## src/rtl/mmu_read_arbiter_if.sv

```systemverilog
// Shared AXI read channel bundle between the MMU requesters, the arbiter and the AXI port.
// Each handshake completes in the cycle where valid and ready are both high.
// valid may not depend on ready, and once raised it holds with stable payload until that cycle.
interface mmu_read_arbiter_if;
  logic        i_req_valid;
  logic [31:0] i_req_addr;
  logic        i_req_single;
  logic        i_req_ready;
  logic [31:0] i_rdata;
  logic        i_rvalid;
  logic        i_rlast;
  logic        i_rerr;

  logic        d_req_valid;
  logic [31:0] d_req_addr;
  logic        d_req_single;
  logic        d_req_ready;
  logic [31:0] d_rdata;
  logic        d_rvalid;
  logic        d_rlast;
  logic        d_rerr;

  logic [3:0]  arid;
  logic [31:0] araddr;
  logic [7:0]  arlen;
  logic [2:0]  arsize;
  logic [1:0]  arburst;
  logic        arvalid;
  logic        arready;

  logic [3:0]  rid;
  logic [31:0] rdata;
  logic [1:0]  rresp;
  logic        rlast;
  logic        rvalid;
  logic        rready;

  // Arbiter side: it is the AXI master and the responder to both requesters.
  modport master (
    input  i_req_valid, i_req_addr, i_req_single,
    input  d_req_valid, d_req_addr, d_req_single,
    input  arready, rid, rdata, rresp, rlast, rvalid,
    output i_req_ready, i_rdata, i_rvalid, i_rlast, i_rerr,
    output d_req_ready, d_rdata, d_rvalid, d_rlast, d_rerr,
    output arid, araddr, arlen, arsize, arburst, arvalid, rready
  );

  // Environment side: requesters plus the AXI interconnect.
  modport slave (
    output i_req_valid, i_req_addr, i_req_single,
    output d_req_valid, d_req_addr, d_req_single,
    output arready, rid, rdata, rresp, rlast, rvalid,
    input  i_req_ready, i_rdata, i_rvalid, i_rlast, i_rerr,
    input  d_req_ready, d_rdata, d_rvalid, d_rlast, d_rerr,
    input  arid, araddr, arlen, arsize, arburst, arvalid, rready
  );
endinterface

```

## src/rtl/mmu_read_arbiter.sv

```systemverilog
// Locked-grant arbiter sharing one AXI read channel between MMU inst and data requesters.
// Data wins ties except after STARVE_LIMIT consecutive data grants taken while inst waited.
module mmu_read_arbiter #(
  parameter int STARVE_LIMIT = 4
) (
  input  logic                clk,
  input  logic                rst,
  mmu_read_arbiter_if.master  bus,
  output logic [1:0]          dbg_state_o,
  output logic [7:0]          dbg_starve_cnt_o
);

  localparam int SW = $clog2(STARVE_LIMIT + 1);

  typedef enum logic [1:0] {
    IDLE = 2'd0,
    ADDR = 2'd1,
    DATA = 2'd2
  } state_e;

  state_e        state_q, state_d;
  logic          grant_q, grant_d;       // 1 = data requester owns the channel
  logic [31:0]   araddr_q, araddr_d;
  logic [7:0]    arlen_q, arlen_d;
  logic [1:0]    arburst_q, arburst_d;
  logic [3:0]    arid_q, arid_d;
  logic          err_acc_q, err_acc_d;
  logic [7:0]    beat_cnt_q, beat_cnt_d;
  logic [SW-1:0] starve_cnt_q, starve_cnt_d;

  logic beat;
  logic beat_err;
  logic cnt_end;
  logic last;
  logic fwd_err;
  logic starve_full;
  logic pick_inst;
  logic win_single;
  logic i_fwd;
  logic d_fwd;

  assign starve_full = (starve_cnt_q == SW'(STARVE_LIMIT));
  assign pick_inst   = bus.i_req_valid && (!bus.d_req_valid || starve_full);
  assign win_single  = pick_inst ? bus.i_req_single : bus.d_req_single;

  assign beat     = (state_q == DATA) && bus.rvalid;
  assign beat_err = (bus.rresp != 2'b00) || (bus.rid != arid_q);
  assign cnt_end  = (beat_cnt_q == arlen_q);
  // A burst ends on rlast or on the beat count reaching arlen; any disagreement is an error.
  assign last     = bus.rlast || cnt_end;
  assign fwd_err  = last && (err_acc_q || beat_err || (bus.rlast != cnt_end));

  always_ff @(posedge clk or negedge rst) begin
    if (!rst) begin
      state_q      <= IDLE;
      grant_q      <= 1'b0;
      araddr_q     <= 32'h0;
      arlen_q      <= 8'h0;
      arburst_q    <= 2'b00;
      arid_q       <= 4'h0;
      err_acc_q    <= 1'b0;
      beat_cnt_q   <= 8'h0;
      starve_cnt_q <= '0;
    end else begin
      state_q      <= state_d;
      grant_q      <= grant_d;
      araddr_q     <= araddr_d;
      arlen_q      <= arlen_d;
      arburst_q    <= arburst_d;
      arid_q       <= arid_d;
      err_acc_q    <= err_acc_d;
      beat_cnt_q   <= beat_cnt_d;
      starve_cnt_q <= starve_cnt_d;
    end
  end

  always_comb begin
    state_d      = state_q;
    grant_d      = grant_q;
    araddr_d     = araddr_q;
    arlen_d      = arlen_q;
    arburst_d    = arburst_q;
    arid_d       = arid_q;
    err_acc_d    = err_acc_q;
    beat_cnt_d   = beat_cnt_q;
    starve_cnt_d = starve_cnt_q;

    case (state_q)
      IDLE: begin
        if (bus.i_req_valid || bus.d_req_valid) begin
          grant_d    = !pick_inst;
          araddr_d   = pick_inst ? bus.i_req_addr : bus.d_req_addr;
          arlen_d    = win_single ? 8'd0 : 8'd15;
          arburst_d  = win_single ? 2'b00 : 2'b01;
          arid_d     = pick_inst ? 4'd0 : 4'd1;
          err_acc_d  = 1'b0;
          beat_cnt_d = 8'h0;
          // Only data grants taken over a waiting inst request count toward starvation.
          if (!pick_inst && bus.i_req_valid) begin
            if (!starve_full) begin
              starve_cnt_d = starve_cnt_q + SW'(1);
            end
          end else begin
            starve_cnt_d = '0;
          end
          state_d = ADDR;
        end
      end
      ADDR: begin
        if (bus.arready) begin
          state_d = DATA;
        end
      end
      DATA: begin
        if (beat) begin
          beat_cnt_d = beat_cnt_q + 8'd1;
          err_acc_d  = err_acc_q || beat_err;
          if (last) begin
            state_d = IDLE;
          end
        end
      end
      default: begin
        state_d = IDLE;
      end
    endcase
  end

  assign i_fwd = beat && !grant_q;
  assign d_fwd = beat && grant_q;

  assign bus.arvalid     = (state_q == ADDR);
  assign bus.rready      = (state_q == DATA);
  assign bus.araddr      = araddr_q;
  assign bus.arlen       = arlen_q;
  assign bus.arburst     = arburst_q;
  assign bus.arid        = arid_q;
  assign bus.arsize      = 3'b010;

  assign bus.i_req_ready = (state_q == ADDR) && bus.arready && !grant_q;
  assign bus.d_req_ready = (state_q == ADDR) && bus.arready && grant_q;

  assign bus.i_rvalid    = i_fwd;
  assign bus.i_rlast     = i_fwd && last;
  assign bus.i_rerr      = i_fwd && fwd_err;
  assign bus.i_rdata     = i_fwd ? bus.rdata : 32'h0;

  assign bus.d_rvalid    = d_fwd;
  assign bus.d_rlast     = d_fwd && last;
  assign bus.d_rerr      = d_fwd && fwd_err;
  assign bus.d_rdata     = d_fwd ? bus.rdata : 32'h0;

  assign dbg_state_o      = state_q;
  assign dbg_starve_cnt_o = 8'(starve_cnt_q);

endmodule

```

## src/flat_wrapper.sv

```systemverilog
// flat-port wrapper written by rule: the top's interface ports become plain ports
module mmu_read_arbiter_flat 
#(
  parameter int STARVE_LIMIT = 4
)
  (clk, rst, dbg_state_o, dbg_starve_cnt_o, bus_i_req_valid, bus_i_req_addr, bus_i_req_single, bus_d_req_valid, bus_d_req_addr, bus_d_req_single, bus_arready, bus_rid, bus_rdata, bus_rresp, bus_rlast, bus_rvalid, bus_i_req_ready, bus_i_rdata, bus_i_rvalid, bus_i_rlast, bus_i_rerr, bus_d_req_ready, bus_d_rdata, bus_d_rvalid, bus_d_rlast, bus_d_rerr, bus_arid, bus_araddr, bus_arlen, bus_arsize, bus_arburst, bus_arvalid, bus_rready);
  mmu_read_arbiter_if bus_i ();
  input  logic clk;
  input  logic rst;
  output logic [1:0] dbg_state_o;
  output logic [7:0] dbg_starve_cnt_o;
  input wire logic [$bits(bus_i.i_req_valid)-1:0] bus_i_req_valid;
  input wire logic [$bits(bus_i.i_req_addr)-1:0] bus_i_req_addr;
  input wire logic [$bits(bus_i.i_req_single)-1:0] bus_i_req_single;
  input wire logic [$bits(bus_i.d_req_valid)-1:0] bus_d_req_valid;
  input wire logic [$bits(bus_i.d_req_addr)-1:0] bus_d_req_addr;
  input wire logic [$bits(bus_i.d_req_single)-1:0] bus_d_req_single;
  input wire logic [$bits(bus_i.arready)-1:0] bus_arready;
  input wire logic [$bits(bus_i.rid)-1:0] bus_rid;
  input wire logic [$bits(bus_i.rdata)-1:0] bus_rdata;
  input wire logic [$bits(bus_i.rresp)-1:0] bus_rresp;
  input wire logic [$bits(bus_i.rlast)-1:0] bus_rlast;
  input wire logic [$bits(bus_i.rvalid)-1:0] bus_rvalid;
  output wire logic [$bits(bus_i.i_req_ready)-1:0] bus_i_req_ready;
  output wire logic [$bits(bus_i.i_rdata)-1:0] bus_i_rdata;
  output wire logic [$bits(bus_i.i_rvalid)-1:0] bus_i_rvalid;
  output wire logic [$bits(bus_i.i_rlast)-1:0] bus_i_rlast;
  output wire logic [$bits(bus_i.i_rerr)-1:0] bus_i_rerr;
  output wire logic [$bits(bus_i.d_req_ready)-1:0] bus_d_req_ready;
  output wire logic [$bits(bus_i.d_rdata)-1:0] bus_d_rdata;
  output wire logic [$bits(bus_i.d_rvalid)-1:0] bus_d_rvalid;
  output wire logic [$bits(bus_i.d_rlast)-1:0] bus_d_rlast;
  output wire logic [$bits(bus_i.d_rerr)-1:0] bus_d_rerr;
  output wire logic [$bits(bus_i.arid)-1:0] bus_arid;
  output wire logic [$bits(bus_i.araddr)-1:0] bus_araddr;
  output wire logic [$bits(bus_i.arlen)-1:0] bus_arlen;
  output wire logic [$bits(bus_i.arsize)-1:0] bus_arsize;
  output wire logic [$bits(bus_i.arburst)-1:0] bus_arburst;
  output wire logic [$bits(bus_i.arvalid)-1:0] bus_arvalid;
  output wire logic [$bits(bus_i.rready)-1:0] bus_rready;
  assign bus_i.i_req_valid = bus_i_req_valid;
  assign bus_i.i_req_addr = bus_i_req_addr;
  assign bus_i.i_req_single = bus_i_req_single;
  assign bus_i.d_req_valid = bus_d_req_valid;
  assign bus_i.d_req_addr = bus_d_req_addr;
  assign bus_i.d_req_single = bus_d_req_single;
  assign bus_i.arready = bus_arready;
  assign bus_i.rid = bus_rid;
  assign bus_i.rdata = bus_rdata;
  assign bus_i.rresp = bus_rresp;
  assign bus_i.rlast = bus_rlast;
  assign bus_i.rvalid = bus_rvalid;
  assign bus_i_req_ready = bus_i.i_req_ready;
  assign bus_i_rdata = bus_i.i_rdata;
  assign bus_i_rvalid = bus_i.i_rvalid;
  assign bus_i_rlast = bus_i.i_rlast;
  assign bus_i_rerr = bus_i.i_rerr;
  assign bus_d_req_ready = bus_i.d_req_ready;
  assign bus_d_rdata = bus_i.d_rdata;
  assign bus_d_rvalid = bus_i.d_rvalid;
  assign bus_d_rlast = bus_i.d_rlast;
  assign bus_d_rerr = bus_i.d_rerr;
  assign bus_arid = bus_i.arid;
  assign bus_araddr = bus_i.araddr;
  assign bus_arlen = bus_i.arlen;
  assign bus_arsize = bus_i.arsize;
  assign bus_arburst = bus_i.arburst;
  assign bus_arvalid = bus_i.arvalid;
  assign bus_rready = bus_i.rready;
  mmu_read_arbiter #(.STARVE_LIMIT(STARVE_LIMIT)) u_core (.clk(clk), .rst(rst), .bus(bus_i), .dbg_state_o(dbg_state_o), .dbg_starve_cnt_o(dbg_starve_cnt_o));
endmodule
```

## config.mk

```make
export PLATFORM = sky130hd
export DESIGN_NAME = mmu_read_arbiter_flat
export DESIGN_NICKNAME = d
export VERILOG_FILES = /design/src/rtl/mmu_read_arbiter_if.sv /design/src/rtl/mmu_read_arbiter.sv /design/src/flat_wrapper.sv
export SDC_FILE = /design/constraint.sdc
export NUM_CORES = 1
export LEC_CHECK = 0
export CORE_ASPECT_RATIO = 0.9
export CORE_MARGIN = 4
export CORE_UTILIZATION = 30
export DETAILED_ROUTE_END_ITERATION = 8
export PLACE_DENSITY_LB_ADDON = 0.05
export SLEW_MARGIN = 20
export SYNTH_ARGS = -nofsm -noshare
export SYNTH_HDL_FRONTEND = slang
export SYNTH_SLANG_ARGS = --single-unit
```

## constraint.sdc

```tcl
create_clock -name clk -period 2.04 [get_ports clk]
set_input_delay 0.306 -clock clk [delete_from_list [all_inputs] [get_ports clk]]
set_output_delay 0.306 -clock clk [all_outputs]
set_load 0.005 [all_outputs]
```

Word-level counts from Yosys, hierarchy flattened
Index checks and enable logic that the tools add are counted.
{ "word_totals": {"ff_bits": 61, "in_bits": 111, "out_inout_bits": 133, "elab_cells": 71} }
{ "classes": {"add_sub_neg": 2, "eq_ne": 11, "mux": 20, "reduce_logical": 29} }
{ "op_table": {"columns": ["operator", "n"], "rows": [
  ["32-bit two-way mux", 3],
  ["8-bit two-way mux", 2],
  ["8-bit one-hot mux with 2 select lines", 1],
  ["1-bit logical AND", 13],
  ["8-bit by 1-bit adder with 8-bit output, second input constant", 1],
  ["8-bit equality test", 1],
  ["2-bit two-way mux", 4],
  ["1-bit logical OR", 6],
  ["3-bit two-way mux", 2],
  ["2-bit by 1-bit != test with 1-bit output, second input constant", 3],
  ["2-bit one-hot mux with 3 select lines", 1],
  ["3-bit AND reduction", 2],
  ["1-bit two-way mux", 5],
  ["4-bit two-way mux", 1],
  ["2-bit != test, second input constant", 2],
  ["4-bit != test", 1],
  ["4-bit AND reduction", 1],
  ["2-bit nonzero test", 2],
  ["3-bit by 1-bit adder with 3-bit output, second input constant", 1],
  ["3-bit equality test, second input constant", 1],
  ["1-bit zero test", 3],
  ["2-bit by 1-bit equality test with 1-bit output, second input constant", 1],
  ["2-bit equality test, second input constant", 1],
  ["2-bit zero test", 1],
  ["3 further kinds", 3]
]} }

Logic depth before layout (Yosys ltp)
{ "logic_depth": {"ltp_word": 7, "depth_mapped": 8} }

Least setup slack after synthesis
OpenSTA, ideal clock, no wires.
{ "synth_path": {"path_type": "reg2out", "from": "register u_core.beat_cnt_q[3]", "to": "output port bus_d_rerr", "arrival_time_ns": 1.691, "required_ns": 1.734, "slack_ns": 0.043, "stages_incl_launch_ff": 7, "n_path_buf": 0, "cell_sequence": "dfrtp_1 or4_1 o21ai_0 nand2_1 ha_1 nor2b_1 a21boi_0"} }
{ "synth_via": {"elab_chain_len": 5, "elab_cells_between_ends": 6} }
{ "synth_lines": {"columns": ["element", "line_no", "text"], "rows": [
  ["start: declaration", "mmu_read_arbiter.sv:28", "logic [7:0] beat_cnt_q, beat_cnt_d;"],
  ["start signal: assignment", "mmu_read_arbiter.sv:72", "beat_cnt_q <= beat_cnt_d;"],
  ["8-bit equality test *", "mmu_read_arbiter.sv:48", "assign cnt_end = (beat_cnt_q == arlen_q);"],
  ["1-bit != test", "mmu_read_arbiter.sv:51", "assign fwd_err = last && (err_acc_q || beat_err || (bus.rlast != cnt_end));"],
  ["1-bit logical OR", "mmu_read_arbiter.sv:51", null],
  ["1-bit logical AND *", "mmu_read_arbiter.sv:51", null],
  ["1-bit logical AND *", "mmu_read_arbiter.sv:150", "assign bus.d_rerr = d_fwd && fwd_err;"],
  ["end: declaration", "flat_wrapper.sv:33", "output wire logic [$bits(bus_i.d_rerr)-1:0] bus_d_rerr;"]
]} }
Mark *: on every way between the ends. The rest lies on a longest branch, timed or not.

Final worst setup path
Ends and elaborated chain as after synthesis.

==> results_dict.tcl <==
set metrics [dict create \
    leakagePower_uw 0.00288 \
    slew_violations 0 \
    gp_routability_congestion 0.746 \
    fp.dieArea_um2 11500 \
    ys_seq_elements 48 \
    hp-class "input pin to asynchronous set/reset pin" \
    totalWireLength_um 11600 \
    die_h_um 102 \
    skew_ns 0.00467 \
    root_buffer "clkbuf_8" \
    violations "negative setup slack" \
    post_dp_cell_area_um2 5530 \
    setup_viol 7 \
    max_freq_mhz 431 \
    startpoint_type "register" \
    num_vias 3465 \
    port_buffers 227 \
    clock_path_buffers 2 \
    grt_pass1_vias 3573 \
    core-area_um2 9660 \
    viasPerCell 4.60 \
    cp.required_ns 1.73 \
    cp_cell_sequence "or4_1, o21ai_1, nand2_1, ha_4, nor2b_4, a21boi_2, buf_2" \
    dr.pass1.iters 4 \
    syn_inst 372 \
    maxCapViolCount 0 \
    synth.distinct_cells 38 \
    setup_ws_ns -0.282 \
    antenna_found_initial 0 \
    wl_per_cell_um 15.5 \
    drive_gt1_frac 0.180 \
    final_nets 741 \
    critPathMaxFanout 3 \
    crit_buf_inv 1 \
    ys_seq_area_frac 0.407 \
    holdWs_ns 0.337 \
    crit_type "register to output port" \
    worst_setup_path_end_kind "output port" \
    finalCriticalPeriod_ns 2.32 \
    io_pins 244 \
    r2r_cells 5 \
    rows 34 \
    syn2layout_area_growth_pct 93.6 \
    drc 0 \
    final_area_um2 5720 \
    p_per_area_nw_per_um2 944 \
    clk_pin_slew_ns 0.09 \
    diodes 0 \
    grt_max_degree 29 \
    ir_drop_mv 0.549 \
    mostFrequentLayoutCell "clkdlybuf4s50_1" \
    critPathTopFamily "simple AND/OR/NAND/NOR gates" \
    cts_sinks 48 \
    finalCritPeriodShare 1.14 \
    yosysWarnings 0 \
    cts_tree "built" \
    fin_setup_tns_ns -0.909 \
    synth_area_per_cell_um2 7.94 \
    fin_util 0.592 \
    track_usage 0.190 \
    ant_nets 0 \
    final_cell_mix "clkdlybuf4s50_1, a21oi_1, dfrtp_1" \
    clock_latency_ns 0.29 \
    cp.depth 7 \
    status "complete, but fails checks" \
    crit_slowest_cell "or4_1" \
    grt_overflow 0 \
    dp_slack_ns -0.467 \
    htreeDepth 2 \
    hold_viol_final 0 \
    hpwl_um 8970 \
    rsz0062_at_grt "yes" \
    start_util 0.306 \
    die_x_um 113 \
    syn_area_um2 2950 \
    first_iter_violations 137 \
    cp.arrival_ns 2.02 \
    grt_pass1_wl_um 17900 \
    cts_inserted_buffers 5 \
    critical_path.max_stage_delay_ns 0.51 \
]
[metrics by stage]
| step | instances | total power [uW] |
|---|---|---|
| detailed placement | 728 | 4770 |
| global placement | 728 | 4750 |
| global route | 753 | 5820 |
| finish | 753 | 5400 |
| CTS | 753 | 5460 |
| floorplan | 386 | 2870 |
[state kept, by name (all words and copies together) (netlist names)]
register and cells:
u_core.beat_cnt_q 8, u_core.bus.araddr 32, u_core.bus.arid 1, u_core.bus.arlen 1, u_core.dbg_state_o 2, u_core.err_acc_q 1, u_core.starve_cnt_q 3
[synth_stat cells]
master,number,area share
a21oi_1,67,0.11
dfrtp_1,48,0.41
nand2_1,42,0.053
nor2_1,42,0.053
and2_1,33,0.070
and3_1,33,0.070
clkbuf_1,24,0.030
buf_4,21,0.053
nor2b_1,6,0.013
inv_1,5,0.0064
o21ai_0,5,0.0085
ha_1,4,0.017
nor4_1,4,0.0085
buf_1,3,0.0038
xnor2_1,3,0.0089
xor2_1,3,0.0089
a22o_1,2,0.0059
conb_1,2,0.0025
nand2b_1,2,0.0042
nand3_1,2,0.0034
nand4_1,2,0.0042
nor4b_1,2,0.0059
o41ai_1,2,0.0059
a21boi_0,1,0.0025
a21boi_1,1,0.0025
a21o_1,1,0.0025
and2b_1,1,0.0025
and3b_1,1,0.0030
and4_1,1,0.0030
mux2_2,1,0.0038
nor3_2,1,0.0034
o21a_1,1,0.0025
o221a_2,1,0.0038
o22ai_1,1,0.0021
o31a_1,1,0.0030
or3_1,1,0.0021
or4_1,1,0.0025
or4b_1,1,0.0034
[final timing paths]
kind                                  startpoint                      to  slack, ns
max                         u_core.beat_cnt_q[3]              bus_d_rerr      -0.28
min                                          rst   u_core.bus.araddr[16]       0.34
max reg2reg                u_core.dbg_state_o[1]    u_core.beat_cnt_q[7]       0.32
min reg2reg                u_core.bus.araddr[28]   u_core.bus.araddr[28]       0.53
max in group asynchronous                    rst  u_core.starve_cnt_q[1]       1.16
min in group clk           u_core.bus.araddr[28]   u_core.bus.araddr[28]       0.53
[power by group]
group / total (uW) / switching, uW / internal, uW
registers: 1580 / 227 / 1350
logic: 3240 / 1400 / 1840
clock network: 578 / 301 / 277
[layout make-up]
cell class,count,area (um^2)
tap,126,158
sequential,48,1200
inverter,5,18.8
fill,883,3940
clock buffer,8,90.1
timing repair buffer,281,2650
multi-input combinational,285,1600
[kinds of logic after synthesis]
logic type	share of synthesized area
AOI/OAI and AO/OA	0.153
xor gates and xnor gates	0.0178
adders and majority gates	0.0169
buffers and inverters	0.0940
DFF	0.407
muxes	0.00381
other	0.00254
and+or+nand+nor	0.305
[routing by layer]
layer	GRT usage	part of all wire	wire length [um]	vias up
met5	0	0	0	-
met4	0.0213	0.0062	72	0
met3	0.0604	0.070	820	6
met2	0.337	0.51	5880	117
met1	0.236	0.42	4860	1623
li1	-	-	-	1719
[repair_timing]
action	4_1_cts	5_1_grt
hold buffers	1	0
buffers inserted	12	3
setup endpoints to repair	71	40
cloned	4	0
gates resized for setup	159	53
endpoints found under the hold margin	2	0
pin swaps	10	7
No activity file was read; power rests on OpenSTA's default activity.
